**config.mk**
```make
export PLATFORM = sky130hd
export DESIGN_NAME = mem_bist_ctrl
export DESIGN_NICKNAME = d
export VERILOG_FILES = /design/src/rtl/mem_bist_ctrl.sv
export SDC_FILE = /design/constraint.sdc
export NUM_CORES = 1
export LEC_CHECK = 0
export BUFFER_PORTS_ARGS = -buffer_cell sky130_fd_sc_hd__buf_2
export CORE_MARGIN = 2
export CORE_UTILIZATION = 30
export DETAILED_ROUTE_END_ITERATION = 10
export PLACE_DENSITY = 0.47
export SYNTH_ARGS = -nofsm -noshare
export SYNTH_HDL_FRONTEND = slang
export SYNTH_SLANG_ARGS = --single-unit
```
**constraint.sdc**
```tcl
create_clock -name clk -period 2.26 [get_ports clk]
set_clock_uncertainty 0.1 [all_clocks]
set_input_delay 0.452 -clock clk [delete_from_list [all_inputs] [get_ports clk]]
set_output_delay 0.452 -clock clk [all_outputs]
set_load 0.02 [all_outputs]
```
**src/rtl/mem_bist_ctrl.sv**
```systemverilog
// Memory built-in self-test initiator: writes pat^addr ascending, reads back descending,
// and reports pass, mismatch count and the first failing address in read order.
//
// state   | meaning
// --------+-----------------------------------------------------------
// S_IDLE  | strobes low, waiting for start
// S_WRITE | write exp(addr) at ascending addresses 0..max
// S_READ  | read descending addresses max..0, compare previous read
// S_DRAIN | strobes low, compare the last word read (address 0)
// S_DONE  | one-cycle done pulse, pass valid
module mem_bist_ctrl #(
    parameter int a_height = 4,
    parameter int d_width  = 4
) (
    input  logic                clk,
    input  logic                rst,
    input  logic                start,
    input  logic [d_width-1:0]  pat,
    output logic                mem_read,
    output logic                mem_wr,
    output logic [a_height-1:0] mem_addr,
    output logic [d_width-1:0]  mem_din,
    input  logic [d_width-1:0]  mem_out,
    output logic                busy,
    output logic                done,
    output logic                pass,
    output logic [a_height:0]   err_cnt,
    output logic [a_height-1:0] fail_addr
);

    typedef enum logic [2:0] {
        S_IDLE,
        S_WRITE,
        S_READ,
        S_DRAIN,
        S_DONE
    } state_t;

    localparam logic [a_height-1:0] ADDR_MAX  = '1;
    localparam logic [a_height-1:0] ADDR_ZERO = '0;
    localparam logic [a_height-1:0] ADDR_ONE  = a_height'(1);
    localparam logic [a_height:0]   ERR_MAX   = {1'b1, {a_height{1'b0}}};
    localparam logic [a_height:0]   ERR_ONE   = (a_height+1)'(1);

    state_t                state_q, state_d;
    logic [a_height-1:0]   addr_q, addr_d;
    logic [d_width-1:0]    pat_q, pat_d;
    logic                  cmp_vld_q, cmp_vld_d;
    logic [d_width-1:0]    cmp_exp_q, cmp_exp_d;
    logic [a_height-1:0]   cmp_addr_q, cmp_addr_d;
    logic [a_height:0]     err_cnt_q, err_cnt_d;
    logic [a_height-1:0]   fail_addr_q, fail_addr_d;
    logic                  pass_q, pass_d;

    logic [d_width-1:0]    addr_ext;
    logic [d_width-1:0]    exp_word;
    logic                  mismatch;

    // Address is zero-extended or truncated to the data width before the XOR.
    generate
        if (d_width > a_height) begin : g_addr_zext
            assign addr_ext = {{(d_width-a_height){1'b0}}, addr_q};
        end else if (d_width == a_height) begin : g_addr_same
            assign addr_ext = addr_q;
        end else begin : g_addr_trunc
            assign addr_ext = addr_q[d_width-1:0];
        end
    endgenerate

    assign exp_word = pat_q ^ addr_ext;
    assign mismatch = cmp_vld_q && (mem_out != cmp_exp_q);

    always_comb begin
        state_d     = state_q;
        addr_d      = addr_q;
        pat_d       = pat_q;
        cmp_vld_d   = 1'b0;
        cmp_exp_d   = cmp_exp_q;
        cmp_addr_d  = cmp_addr_q;
        err_cnt_d   = err_cnt_q;
        fail_addr_d = fail_addr_q;
        pass_d      = pass_q;
        mem_wr      = 1'b0;
        mem_read    = 1'b0;
        mem_din     = '0;
        busy        = 1'b0;
        done        = 1'b0;

        // Read data arrives one cycle after the strobe, so the compare trails the read.
        if (mismatch) begin
            if (err_cnt_q != ERR_MAX) begin
                err_cnt_d = err_cnt_q + ERR_ONE;
            end
            if (err_cnt_q == '0) begin
                fail_addr_d = cmp_addr_q;
            end
        end

        case (state_q)
            S_IDLE: begin
                if (start) begin
                    state_d     = S_WRITE;
                    pat_d       = pat;
                    addr_d      = ADDR_ZERO;
                    err_cnt_d   = '0;
                    fail_addr_d = '0;
                    pass_d      = 1'b0;
                end
            end
            S_WRITE: begin
                mem_wr  = 1'b1;
                mem_din = exp_word;
                busy    = 1'b1;
                if (addr_q == ADDR_MAX) begin
                    state_d = S_READ;
                end else begin
                    addr_d = addr_q + ADDR_ONE;
                end
            end
            S_READ: begin
                mem_read   = 1'b1;
                busy       = 1'b1;
                cmp_vld_d  = 1'b1;
                cmp_exp_d  = exp_word;
                cmp_addr_d = addr_q;
                if (addr_q == ADDR_ZERO) begin
                    state_d = S_DRAIN;
                end else begin
                    addr_d = addr_q - ADDR_ONE;
                end
            end
            S_DRAIN: begin
                busy    = 1'b1;
                state_d = S_DONE;
                pass_d  = (err_cnt_d == '0);
            end
            S_DONE: begin
                done    = 1'b1;
                state_d = S_IDLE;
            end
            default: begin
                state_d = S_IDLE;
            end
        endcase
    end

    always_ff @(posedge clk) begin
        if (rst) begin
            state_q     <= S_IDLE;
            addr_q      <= '0;
            pat_q       <= '0;
            cmp_vld_q   <= 1'b0;
            cmp_exp_q   <= '0;
            cmp_addr_q  <= '0;
            err_cnt_q   <= '0;
            fail_addr_q <= '0;
            pass_q      <= 1'b0;
        end else begin
            state_q     <= state_d;
            addr_q      <= addr_d;
            pat_q       <= pat_d;
            cmp_vld_q   <= cmp_vld_d;
            cmp_exp_q   <= cmp_exp_d;
            cmp_addr_q  <= cmp_addr_d;
            err_cnt_q   <= err_cnt_d;
            fail_addr_q <= fail_addr_d;
            pass_q      <= pass_d;
        end
    end

    assign mem_addr  = addr_q;
    assign err_cnt   = err_cnt_q;
    assign fail_addr = fail_addr_q;
    assign pass      = pass_q;

endmodule

```
# After elaboration in Yosys (flattened, before gate mapping)
# Cells that the tools add are included.
dict set report classes {
  n_addsub 3
  eq_ne 12
  mux 23
  n_bitwise 1
  n_reduce_logical 12
}
# cell n
set ops {}
lappend ops {{2-to-1 mux 4 bit} 8}
lappend ops {{2-to-1 mux 5 bit} 4}
lappend ops {{one-hot mux 3 bit (4 select lines)} 1}
lappend ops {{one-hot mux 4 bit (3 select lines)} 1}
lappend ops {{logical NOT 5 bit} 2}
lappend ops {{!= test 2 bit, second input constant} 5}
lappend ops {{2-to-1 mux 3 bit} 3}
lappend ops {{equality test 3 x 2 -> 1 bit, second input constant} 2}
lappend ops {{adder 5 x 1 -> 5 bit, second input constant} 1}
lappend ops {{2-to-1 mux 1 bit} 5}
lappend ops {{!= test 5 bit, second input constant} 1}
lappend ops {{adder 4 x 1 -> 4 bit, second input constant} 1}
lappend ops {{equality test 4 bit, second input constant} 1}
lappend ops {{logical NOT 4 bit} 1}
lappend ops {{!= test 4 bit} 1}
lappend ops {{AND reduction 2 bit} 2}
lappend ops {{AND reduction 4 bit} 1}
lappend ops {{subtractor 4 x 1 -> 4 bit, second input constant} 1}
lappend ops {{bitwise XOR 4 bit} 1}
lappend ops {{equality test 3 x 1 -> 1 bit, second input constant} 1}
lappend ops {{equality test 3 bit, second input constant} 1}
lappend ops {{logical NOT 3 bit} 1}
lappend ops {{AND reduction 3 bit} 1}
lappend ops {{nonzero test 3 bit} 1}
lappend ops {{4 further kinds} 4}
dict set report word_totals {
  register_bits 30
  inputBits 11
  output_inout_bits 22
  word_cells 60
}

# Longest topological paths before layout
# Gate-level depths: netlist (run 1).
dict set report logic_depth {
  word_depth 5
  depth_mapped 10
}

# Worst setup path after synthesis (run 1)
# Ideal clock, no wire load.
dict set report synth_timing {
  path_kind {flip-flop to flip-flop}
  startpoint {register state_q[1]}
  endpoint {register addr_q[2], in the netlist mem_addr[2]}
  setup_ns 0.132
  arrival_ns 1.744
  required_time_ns 2.028
  path_slack_ns 0.285
  stages_incl_launch_ff 11
  n_path_buf 1
  period_less_slack_ns 1.975
  path_cell_list {dfxtp_1 > nor2b_4 > nand2b_4 > inv_4 > buf_2 > xor2_1 > ha_1 > nor2_1 > a22o_1 > a21oi_1 > nor3_1}
}
dict set report synth_between {
  elab_chain_len 3
}
# item line
set synth_lines {}
lappend synth_lines {{start, declared} 45} ;# state_t state_q, state_d;
lappend synth_lines {{start signal, assigned} 159} ;# state_q <= state_d;
lappend synth_lines {{equality test 3 x 2 -> 1 bit (tied with other cells)} 99} ;# case (state_q)
lappend synth_lines {{!= test 2 bit (no source line) / nonzero test 3 bit (equally long branches)} n/a}
lappend synth_lines {{AND reduction 4 bit (no source line)} n/a}
lappend synth_lines {{end signal, assigned} 160} ;# addr_q <= addr_d;
lappend synth_lines {{end, declared} 46} ;# logic [a_height-1:0] addr_q, addr_d;
# Parallel ways exist; a longest one is shown, timed or not.
# A chain may end at the register's enable or synchronous reset.

# Worst setup path in the final report (run 1)
dict set report layout_timing {
  startpoint {register state_q[0]}
  endpoint {output port mem_din[1]}
}
dict set report layout_between {
  elab_chain_len 2
}
# item line
set layout_lines {}
lappend layout_lines {{equality test 3 x 1 -> 1 bit} 99}
lappend layout_lines {{2-to-1 mux 4 bit} 99}
lappend layout_lines {{end, declared} 22} ;# output logic [d_width-1:0] mem_din,
# No other way between the ends.

==> flow_results.org, run 1 <==
** Pwr
- Switching power share of the total :: 25.2%
- The analysis attributes to net switching a power of 261 uW.
- Largest voltage drop on the vdd net :: ~340 uV
- The design draws approximately 1.0 mW.
- Sequential power share :: a little over half
- Per report_power, the combinational group accounts for ~8.2% of the total.
- Of the total power, the clock network draws around two fifths.
- Power density of the placed cells :: 585 nW/um^2
- Static power due to leakage :: 0.751 nW
- Cell-internal power :: between 700 and 800 uW

** Placed design
- Worst Setup Slack post-DPL :: between 100 and 150 ps
- Number of instances in the placed design :: between 200 and 300
- Routability-driven placement finished with a final weighted congestion of about 0.76.
- Total half-perimeter wirelength after legalization and detailed placement :: 2450 um
- DP Area :: 1690 um^2
- During placement, the flow inserted port buffers numbering 32.

** Worst setup path
- WP data arrival :: 1470 ps
- The critical path is of the reg2out type.
- The worst setup path is captured at a primary output.
- The worst setup path is launched from a flop.
- At the worst endpoint, the required time is about 1700 ps.
- Highest net fanout along the worst path :: 7

** STA
- Ratio of final minimum period to clock period :: 89.4%
- Number of max-slew violations in the final report :: 0
- Number of hold-slack violations in the final timing report :: 0
- For the finished layout, the period the worst path requires is around 2000 ps.
- RSZ-0062 raised after global routing :: no
- Final worst-path setup slack :: between 200 and 250 ps
- For the pin with the worst max-slew slack, the measured transition is 523 ps.
- Static timing analysis puts the maximum clock frequency at around 0.49 GHz.
- Sum of negative setup slack :: 0 ps
- Final count of negative-setup-slack endpoints :: 0
- Slew headroom :: approximately 65%
- Post-Route Hold Slack :: 309 ps

** Drt
- The first detailed-routing pass took 4 iterations.
- After detailed routing, the total wire length is approximately 3400 um.
- Via total after detailed routing :: 1,266
- Post-route ant nets :: 0
- In the routed layout, each cell is associated on average with a via count of about 4.6.
- Average detailed-routed wire length per instance :: 12.1 um
- In the routed design, unresolved DRC markers number 0.
- Iter 0 DRT Violations :: between 70 and 80

** Synthesis
- The Yosys step of the flow raised 0 warnings.
- Dominant synthesized flop cell :: dfxtp_1
- Netlist Area Pre-Place :: about 1500 um^2
- Synthesis instantiated 37 different standard cells from the library.
- After synthesis the netlist holds a flip-flop and latch count of 30.
- Each instance of the synthesized netlist takes up on average about 8.3 um^2.
- After synthesis, the share of flip-flops with an asynchronous set or reset is 0%.
- In the synthesized netlist, the number of instances is 180.
- Count of flip-flops with a built-in enable after synthesis :: 0
- Counting every net in the synthesized netlist gives 194.
- The share of the Yosys chip area taken by registers is between 40 and 50%.

** Cells and area
- Number of cells in the finished layout apart from fillers :: 277
- Measured on the finished design, the core utilization comes to between 30% and 40%.
- Cells with a size suffix above 1 make up between 20% and 30% of the layout.
- Diode insertion count for antenna repair :: 0
- Area delta synth->final :: 18.6%
- The net count of the finished layout is 224.
- The finished cells cover 1770 um^2.

** Global routing
- Via count of the first global-routing pass :: roughly 1,200
- GRT overflow :: 0
- Initial antenna violation count :: 0
- Entering global routing, the biggest net connects 23 pins.
- GRT Util Overall :: 13.2%
- First-pass GRT wire length :: around 5400 um

** Clock network
- Clock-pin slew was measured on the worst setup and hold paths at 60 ps.
- Clock buffer depth :: 2
- TritonCTS clock tree :: yes
- In this run, post-CTS hold repair placed 0 buffers.
- Post-CTS timing repair inserted 0 buffers for setup.
- After clock tree synthesis, the repair step resized 0 gates.
- The clock tree synthesis step divided the H-tree into 2 levels.
- Source-to-sink clock delay at the later pin of the worst-skew pair :: roughly 280 ps
- Clock tree sinks :: 30
- Cts bufs inserted :: 5
- CTS root buffer :: clkbuf_8

** Status
- Outcome :: complete, no violations

** Run
- Across the run, the number of max-cap violations was 0.

** Min path
- In this run the worst hold path is classified as in2reg.

** Die
- From left edge to right edge, the die measures around 75 um.
- Area of the placeable core :: around 4800 um^2
- Number of rows in the core area :: 25
- Starting density of the core :: 31.4%
- The die is between 70 and 80 um tall.
- Floorplan die area :: roughly 5600 um^2
- In this run the count of I/O pins placed on the die edge is 33.
[sequential cells by signal (all words and copies together), names as in the netlist]
name,count
err_cnt,5
cmp_addr_q,4
cmp_exp_q,4
fail_addr,4
mem_addr,4
pat_q,4
state_q,3
cmp_vld_q,1
pass,1
[routing by layer]
layer  global-route usage [%]  share of wire [%]
met1                     17.8                 52
met4                     4.17               0.98
met5                        0                  0
met3                     5.69                4.4
met2                     19.2                 42
[placed cells by master (no fill, tap or decap), types with 2 or more instances in the layout]
master     n
inv_1      4
dfxtp_1   30
nand3_1    6
mux2i_1    6
nor2_1    34
nand2_1   18
a21oi_1   17
xnor2_1    8
buf_2     32
clkbuf_8   5
a211oi_1   4
ha_1       3
nand2b_1   4
o21ai_0    5
xor2_1     5
clkinv_2   2
nor3_1     6
[final cells by class]
cell class / count / area (um^2)
inverter: 5 / 21.3
clock buffer: 5 / 68.8
sequential: 30 / 601
timing repair buffer: 33 / 168
multi-input combinational: 135 / 817
fill: 527 / 2990
clock inverter: 2 / 10.0
tap: 67 / 83.8
[kinds of logic (layout without fill, tap and decap cells)]
group | count (synthesis) | after routing | synth area share, %
multiplexers | 6 | 6 | 4.03
flip-flops | 30 | 30 | 40.3
buffers and inverters | 15 | 45 | 4.95
XOR/XNOR | 13 | 13 | 7.63
AND/OR/NAND/NOR | 79 | 79 | 25.1
adder cells (fa/ha/maj) | 3 | 3 | 2.52
AO/OA/AOI/OAI | 34 | 34 | 15.5
[worst max-delay path, stage by stage, from the launching register on]
cell	delay (ps)
dfxtp_1	490
and2b_1	240
nand2b_1	150
nor2_1	130
buf_2	170
[power groups by stage]
| stage | Combinational (mW) | Clock (mW) | Sequential, mW |
|---|---|---|---|
| floorplan | 0.0613 | 0 | 0.555 |
| detailed placement | 0.0859 | 0 | 0.560 |
| global route | 0.0952 | 0.452 | 0.549 |
| CTS | 0.0860 | 0.421 | 0.548 |
| finish | 0.0848 | 0.402 | 0.548 |
| global placement | 0.0855 | 0 | 0.560 |
[cells in the mapped netlist (3+ instances only)]
library cell | number | area (um^2)
a211oi_1 | 4 | 30.0
ha_1 | 3 | 37.5
a21oi_1 | 17 | 85.1
nor2_1 | 34 | 128
nand2_1 | 18 | 67.6
dfxtp_1 | 30 | 601
xnor2_1 | 8 | 70.1
clkbuf_1 | 3 | 11.3
xor2_1 | 5 | 43.8
nor3_1 | 6 | 30.0
nand3_1 | 6 | 30.0
inv_1 | 4 | 15.0
buf_2 | 6 | 30.0
nand2b_1 | 4 | 25.0
mux2i_1 | 6 | 60.1
o21ai_0 | 5 | 25.0
[final timing paths]
check / start / end / slack [ps] / depth (start not counted)
min: pat[3] / pat_q[3] / 310 / 3
max reg2reg: state_q[1] / mem_addr[2] / 260 / 9
max: state_q[0] / mem_din[1] / 240 / 4
min reg2reg: cmp_addr_q[1] / cmp_addr_q[1] / 360 / 2
(Power assumes the default switching activity.)
==> inputs of run 2 (changes only) <==
==> constraint.sdc (replaced) <==
create_clock -name clk -period 2.26 [get_ports clk]
set_clock_uncertainty 0.1 [all_clocks]
set_input_delay 0.113 -clock clk [delete_from_list [all_inputs] [get_ports clk]]
set_output_delay 0.113 -clock clk [all_outputs]
set_load 0.02 [all_outputs]
==> flow_results.org, run 2 (synthesis results as in run 1) <==
** Status
- Outcome :: complete, no violations

** Placed design
- DP Area :: between 1500 and 2000 um^2
- # port buffers :: 32
- After legalization and detailed placement, the total HPWL measured between 2000 and 3000 um.
- Placer Congestion :: 0.764

** Pwr
- In this run switching power makes up between 20 and 30% of total power.
- The clock network burns 41.6% of the power.
- The analysis attributes to cell leakage a power of about 0.78 nW.
- Per report_power, the combinational group accounts for under 10% of the total.
- Summed over all nets, the switching power comes to 278 uW.
- Cell-internal power :: 819 uW
- Sequential power share :: 50.0%
- Across the VDD grid, the largest voltage drop is around 250 uV.
- Dividing total power by cell area gives a power density of 600 nW/um^2.

** Die
- The core region is roughly 4800 um^2.
- In this run the horizontal extent of the chip is ~75 um.
- Measured along the y axis, the die boundary spans between 70 and 80 um.
- Number of placed I/O pins :: 33
- Floorplan die area :: 5550 um^2
- Number of rows in the core area :: 25
- Starting density of the core :: around a third

** STA
- Max frequency :: 0.499 GHz
- The worst pin sits at a relative slew slack of about two thirds.
- Clock period minus final worst setup slack :: roughly 2000 ps
- Setup repair after global routing left no endpoint under its margin.
- Sum of negative setup slack :: 0 ps
- Setup violations remaining at the end of the flow were counted as 0.
- Dividing the final minimum period by the clock period gives about nine tenths.
- Pin slew with the least headroom to its limit :: ~520 ps
- The final-report max-slew violation count is 0.
- Number of hold-slack violations in the final timing report :: 0

** Cells and area
- Net count of the finished layout :: ~230
- The register with the most flip-flops in the layout has 5 of them.
- Final design instance area without fill :: approximately 1800 um^2
- The area growth from synthesis to layout is 22.7%.
- Fraction of final layout cells with drive strength greater than 1 :: 21.8%
- 0 antenna diodes ended up in the layout.
- The top cell types in the final layout, fill and taps aside, are nor2_1, buf_2, dfxtp_1, nand2_1, a21oi_1.
- The library cell used most frequently in the layout, excluding fill and tap cells, is nor2_1.

** Worst setup path
- The most critical setup path has its startpoint at state_q[1].
- Cell breakdown of the critical path :: nor2b_4 > nand2b_4 > inv_4 > xor2_1 > ha_1 > nor2_1 > a22o_1 > a21oi_1 > nor3_1
- Worst setup path category :: reg2reg
- Of all nets on the critical path, the largest fanout is 16.
- For this run, the slowest stage of the critical path takes between 400 and 500 ps.
- Startpoint type of the worst setup path :: flop
- In this design, the largest share of critical-path delay is due to simple AND/OR/NAND/NOR gates.
- Slowest cell on the critical path :: dfxtp_1
- Count of buffer and inverter cells on the critical path :: 1
- Required arrival time at the worst endpoint :: between 2000 and 2500 ps
- Critical register-to-register path startpoint :: state_q[1]
- STA puts the critical path data arrival time at 2060 ps.
- Sort of element at the end of the critical path :: flop

** Global routing
- The initial antenna violation count came to 0.
- In the global route stage, overall resource usage came out at roughly 14%.
- Entering global routing, the biggest net connects 23 pins.
- First-pass GRT wire length :: ~5700 um
- GRT overflow :: 0
- The via count of the first global-routing pass is between 1,000 and 1,500.

** Drt
- The routed layout has 1,310 vias.
- The first routing iteration left slightly above 70 violations.
- Remaining routing DRC violations :: 0
- Final wirelength :: about 3500 um
- Post-route ant nets :: 0
- Before antenna repair, the detailed router went through 4 iterations.
- Average detailed-routed wire length per instance :: between 10 and 15 um
- Via count normalized by instance count :: 4.63

** Clock network
- Clock slew at the register clock pins of the worst setup and hold paths :: approximately 70 ps
- Count of buffers added by post-CTS timing repair for setup :: 0
- TritonCTS clock tree :: yes
- Clock tree sinks :: 30
- No sink is reached through more buffers than the 2 on the longest clock path.
- CTS root buffer :: clkbuf_8
- After clock tree synthesis, the repair step resized 0 gates.
- Cts bufs inserted :: 5
- Number of hold buffers added after CTS :: 4
- The clock tree synthesis step divided the H-tree into 2 levels.
- Source-to-sink clock delay at the later pin of the worst-skew pair :: 290 ps

** Min path
- The worst hold path belongs to the class in2reg.
- Startpoint of the tightest hold check path :: rst

** Run
- Maximum Capacitance Violations :: 0
[run 2: worst reg2reg max path: cells and delay by family, from the launching register on]
family / cells / cell delay (ps)
DFF: 1 / 420
AOI/OAI and AO/OA: 2 / 330
xor gates and xnor gates: 1 / 180
adders and majority gates: 1 / 220
and+or+nand+nor: 4 / 490
buffers and inverters: 1 / 150
[run 2: cell type report]
type	instances	area (um^2)
fill	544	2930
clock buffer	7	86.3
inverter	5	21.3
multi-input combinational	135	817
tap	67	83.8
timing repair buffer	38	215
sequential	30	601
clock inverter	1	5.00
[run 2: stage by stage]
step	hold slack (ps)	worst slack, ps	instances	utilization, %	power, mW
final	144	256	283	38.5	1.10
after global routing	154	47.2	283	38.5	1.14
after CTS	140	239	283	38.5	1.11
after detailed placement	262	255	271	35.7	0.648
after global placement	259	277	271	35.7	0.648
after floorplan	113	285	180	-	0.617
[run 2: path summary, 6_finish.rpt]
kind / endpoint / slack, ps / cells after the start
max: mem_addr[2] / 260 / 9
min: mem_addr[0] / 140 / 2
max reg2reg: mem_addr[2] / 260 / 9
min reg2reg: cmp_addr_q[2] / 370 / 2
[run 2: power groups by stage]
stage               clock network (mW)  logic [mW]  registers, mW
floorplan                            0      0.0613          0.555
global placement                     0      0.0876          0.560
detailed placement                   0      0.0882          0.560
CTS                              0.472      0.0937          0.548
global route                     0.491       0.104          0.549
finish                           0.456      0.0928          0.548
[run 2: per-layer routing]
metal  routed length (um)  global-route usage (%)  share of wire, %
met1                 1780                    18.8                51
met2                 1500                    19.7                43
met3                  185                    5.15               5.3
met4                   50                    5.95               1.4
met5                    0                       0                 0
